File: src/rtl/vpu_operand_queue.sv
// Per-operand FWFT queue between the VPU source port controller and the vector lanes.
// Define VPU_OPQ_ERR_EN to build the sticky overflow/underflow flags on err_o.
module vpu_operand_queue #(
  parameter int unsigned DATA_WIDTH = 256,
  parameter int unsigned DEPTH      = 4,
  parameter int unsigned DEPTH_LG2  = $clog2(DEPTH)
) (
  input  logic                  clk,
  input  logic                  rst,
  input  logic                  flush_i,
  input  logic                  wren_i,
  input  logic [DATA_WIDTH-1:0] wdata_i,
  output logic                  wrfull_o,
  output logic                  wrempty_o,
  input  logic                  rden_i,
  output logic [DATA_WIDTH-1:0] rdata_o,
  output logic                  rdempty_o,
  output logic [DEPTH_LG2:0]    count_o,
  output logic [1:0]            err_o
);

  localparam logic [DEPTH_LG2:0] CntFull = (DEPTH_LG2 + 1)'(DEPTH);

  logic [DATA_WIDTH-1:0] mem_q [DEPTH];
  logic [DEPTH_LG2-1:0]  wptr_q, wptr_d;
  logic [DEPTH_LG2-1:0]  rptr_q, rptr_d;
  logic [DEPTH_LG2:0]    count_q, count_d;
  logic                  full, empty, wr_acc, rd_acc;

  assign full   = (count_q == CntFull);
  assign empty  = (count_q == '0);
  // Acceptance uses the pre-edge count, so a full queue pops but never pushes in one cycle.
  assign wr_acc = wren_i && !full;
  assign rd_acc = rden_i && !empty;

  always_comb begin
    wptr_d  = wptr_q;
    rptr_d  = rptr_q;
    count_d = count_q;
    if (wr_acc) wptr_d = wptr_q + DEPTH_LG2'(1);
    if (rd_acc) rptr_d = rptr_q + DEPTH_LG2'(1);
    unique case ({wr_acc, rd_acc})
      2'b10:   count_d = count_q + (DEPTH_LG2 + 1)'(1);
      2'b01:   count_d = count_q - (DEPTH_LG2 + 1)'(1);
      default: count_d = count_q;
    endcase
  end

  always_ff @(posedge clk) begin
    if (rst || flush_i) begin
      wptr_q  <= '0;
      rptr_q  <= '0;
      count_q <= '0;
    end else begin
      wptr_q  <= wptr_d;
      rptr_q  <= rptr_d;
      count_q <= count_d;
    end
  end

  // Storage is deliberately not reset; only the pointers define validity.
  always_ff @(posedge clk) begin
    if (!rst && !flush_i && wr_acc) begin
      mem_q[wptr_q] <= wdata_i;
    end
  end

  assign rdata_o   = mem_q[rptr_q];
  assign rdempty_o = empty;
  assign wrempty_o = empty;
  assign wrfull_o  = full;
  assign count_o   = count_q;

`ifdef VPU_OPQ_ERR_EN
  logic [1:0] err_q, err_d;

  always_comb begin
    err_d = err_q;
    if (wren_i && full)  err_d[1] = 1'b1;
    if (rden_i && empty) err_d[0] = 1'b1;
  end

  always_ff @(posedge clk) begin
    if (rst || flush_i) begin
      err_q <= 2'b00;
    end else begin
      err_q <= err_d;
    end
  end

  assign err_o = err_q;

`ifndef SYNTHESIS
  always_ff @(posedge clk) begin
    if (!rst && !flush_i) begin
      assert (!(wren_i && full)) else $warning("vpu_operand_queue: write while full");
      assert (!(rden_i && empty)) else $warning("vpu_operand_queue: read while empty");
    end
  end
`endif
`else
  assign err_o = 2'b00;
`endif

endmodule

File: config.mk
export PLATFORM = sky130hd
export DESIGN_NAME = vpu_operand_queue
export DESIGN_NICKNAME = d
export VERILOG_FILES = /design/src/rtl/vpu_operand_queue.sv
export SDC_FILE = /design/constraint.sdc
export NUM_CORES = 1
export LEC_CHECK = 0
export CAP_MARGIN = 0
export CORE_ASPECT_RATIO = 1.5
export CORE_UTILIZATION = 48
export DETAILED_ROUTE_END_ITERATION = 12
export PLACE_DENSITY = 0.76
export SKIP_LAST_GASP = 1
export SYNTH_ARGS = -nofsm -noshare
export SYNTH_HDL_FRONTEND = slang
export SYNTH_SLANG_ARGS = --single-unit
File: constraint.sdc
create_clock -name clk -period 11.51 [get_ports clk]
set_input_delay 3.453 -clock clk [delete_from_list [all_inputs] [get_ports clk]]
set_output_delay 3.453 -clock clk [all_outputs]
set_load 0.1 [all_outputs]
==> flow_summary.ini <==
[timing]
timing_hold_violations_final = 0
setup_violations = 0
finalCritPeriodShare_pct = 67.6
max_freq_mhz = 128
min_period_ps = 7790
drv_slew = 0
setup_tns_ps = 0
worst_hold_slack_ps = 493
slew_headroom_pct = 17.0
finalClockSkew_ps = 23.1
worst_pin_slew_ps = 1250
rsz0062_at_grt = false

[layout]
fin_nets = 2236
drive_gt1_share_pct = 20.0
fillers = 5330
multi_input_area_mm2 = 0.00608
regArea_mm2 = 0.0309
areaGrowthSynthToFinish_pct = 23.9
design_area_mm2 = 0.0467

[power_and_ir_drop]
powerDensity_mw_per_mm2 = 166
clkPwrFrac_pct = 38.4
leakagePower_nw = 14.3
p_sw_share_pct = 22.2
seqPwrFrac_pct = 53.9
p_comb_share_pct = 7.7
cell_internal_pwr_mw = 6.04
irDropWorstVdd_v = 0.000184
switchingPower_mw = 1.72

[grt]
grt_busiest_layer = met2
grt_pass1_vias = 18326
overflow = 0
grt_pass1_wl_um = 114000
use_met3_pct = 7.17
grtUsageMet2_pct = 32.1
grt_start_max_net_pins = 145
antenna_found_initial = 16
grtUsageMet1_pct = 23.1
grtUsageTotal_pct = 19.3

[die]
initial_core_util_pct = 48.6
fp.dieArea_mm2 = 0.0797
io_pins = 525
fp.dieH_um = 345
num_rows = 125
core_area_mm2 = 0.0776
die_width_um = 231

[clock_tree]
htreeDepth = 3
path_clk_slew_ps = 70
cts_tree = built
hold_buffers = 0
root_buffer = clkbuf_16
clock_latency_ps = 630
cts_buffer_depth = 3
post_cts_resized = 0
cts_buffers = 93
clock_sinks = 1033
cts_setup_buffers = 0

[logic_synthesis]
netlist_area_mm2 = 0.0377
synthTopCellsByArea = edfxtp_1 82%, mux4_2 15%, buf_12 1.2%, dfxtp_1 0.48%, buf_2 0.33%
yosysTopAreaCellShare_pct = 81.5
synth_edf_count = 1024
seq_area_frac_synth_pct = 82.0
synth_area_per_cell_um2 = 27.0
synth_largest_area_cell = edfxtp_1
synth.most_common_cell = edfxtp_1
yosys_warnings = 0
ys_types = 30
synth_cells = 1396
synth_ff_type = edfxtp_1
synthArstFlopShare_pct = 0
synthTopCellsByCount = 1,024 x edfxtp_1, 256 x mux4_2, 25 x buf_2, 22 x buf_12, 9 x dfxtp_1
synth_seq_cells = 1033

[detailed_routing]
post_drt_wl_per_cell_um = 25.0
drt_iter0_drc = 1111
firstDrtPassIters = 5
via_per_inst = 5.46
drc = 0
routed_wl_um = 76500
drtAntennaViolNets = 0
dr_total_vias = 16755

[worst_setup_path]
path_max_fanout = 77
critical_path_class = reg -> out
crit_path_end_kind = output pin
startpoint_type = register
cp.arrival_ps = 4330
required_ps = 8060

[worst_hold_path]
min_path_type = reg -> reg

[placement]
place_congestion = 0.749
numPortBuffers = 522
placed_cell_area_mm2 = 0.0437
dpl.hpwl_um = 45700

[flow_run]
max_cap_violations = 0

[status]
status = complete, no violations
[cell families (layout without fill, tap and decap cells)]
kind of cell | count (synthesis) | after routing | share of synthesized area (%)
flip-flops | 1033 | 1033 | 82.0
multiplexers | 256 | 256 | 15.3
buffers and inverters | 68 | 712 | 1.94
AND/OR/NAND/NOR | 20 | 20 | 0.332
AO/OA/AOI/OAI | 10 | 10 | 0.159
adder cells (fa/ha/maj) | 6 | 6 | 0.219
XOR/XNOR | 2 | 2 | 0.0465
other | 1 | 11 | 0.00994
[power groups by stage]
stage / registers [mW] / logic (mW) / clock network [mW]
floorplan: 4.28 / 0.383 / 0
global placement: 4.27 / 0.591 / 0
detailed placement: 4.27 / 0.602 / 0
CTS: 4.19 / 0.605 / 3.06
global route: 4.19 / 0.621 / 3.18
finish: 4.19 / 0.600 / 2.98
[registers in the layout (all words and copies together), names as in the netlist, named ones only]
signal,flops
count_o,3
mem_q,1024
rptr_q,2
wptr_q,2
[final timing paths]
path,to,from,slack [ps],depth (start not counted)
setup reg to reg,mem_q[3][228]$_DFFE_PP_,count_o[0]$_SDFFE_PP0P_,8200,5
hold / removal,register,rptr_q[0]$_SDFFE_PP0P_,490,2
setup / recovery,rdata_o[0],register,3720,3
hold reg to reg,register,rptr_q[0]$_SDFFE_PP0P_,490,2
[stage by stage]
step / worst slack (ps) / power (mW) / instances / utilization (%)
after global placement: 4350 / 4.86 / 2890 / 56.4
after floorplan: 1260 / 4.66 / 1397 / -
after CTS: 3600 / 7.85 / 3057 / 60.2
final: 3720 / 7.77 / 3066 / 60.2
after detailed placement: 4310 / 4.87 / 2890 / 56.4
after global routing: 3480 / 7.99 / 3065 / 60.2
[cell type report]
type	count	share of cell area (%)
clock buffer	115	5.29
inverter	7	0.0562
timing repair buffer	538	11.6
clock inverter	52	1.05
sequential	1033	66.2
antenna	9	0.0482
tap	1016	2.72
multi-input combinational	296	13.0
[critical path, stage by stage (launching register included)]
cell and delay, ps:
dfxtp_4 1090, buf_4 850, mux4_2 380, clkdlybuf4s50_1 1200
[cells in the final DEF, fill, tap and decap left out, types with 2 or more instances in the layout]
cell type	n
edfxtp_1	1024
bufinv_16	6
or3_1	2
dfxtp_1	7
clkinv_1	21
xor2_1	2
clkdlybuf4s50_1	522
conb_1	2
inv_1	7
and3_4	4
buf_4	9
clkbuf_1	19
clkinvlp_4	7
inv_16	3
clkbuf_16	96
ha_1	5
diode_2	9
a21oi_1	4
buf_12	7
clkinv_2	10
mux4_2	256
o21ai_0	4
nor2_1	4
nand2_1	2
inv_6	2
dfxtp_4	2
[metal layers]
layer / up-vias / wire length, um
met1: 8764 / 28100
li1: 7217 / -
met5: - / 104
met3: 117 / 7430
met2: 641 / 39200
met4: 16 / 1710
(Power assumes the default switching activity.)
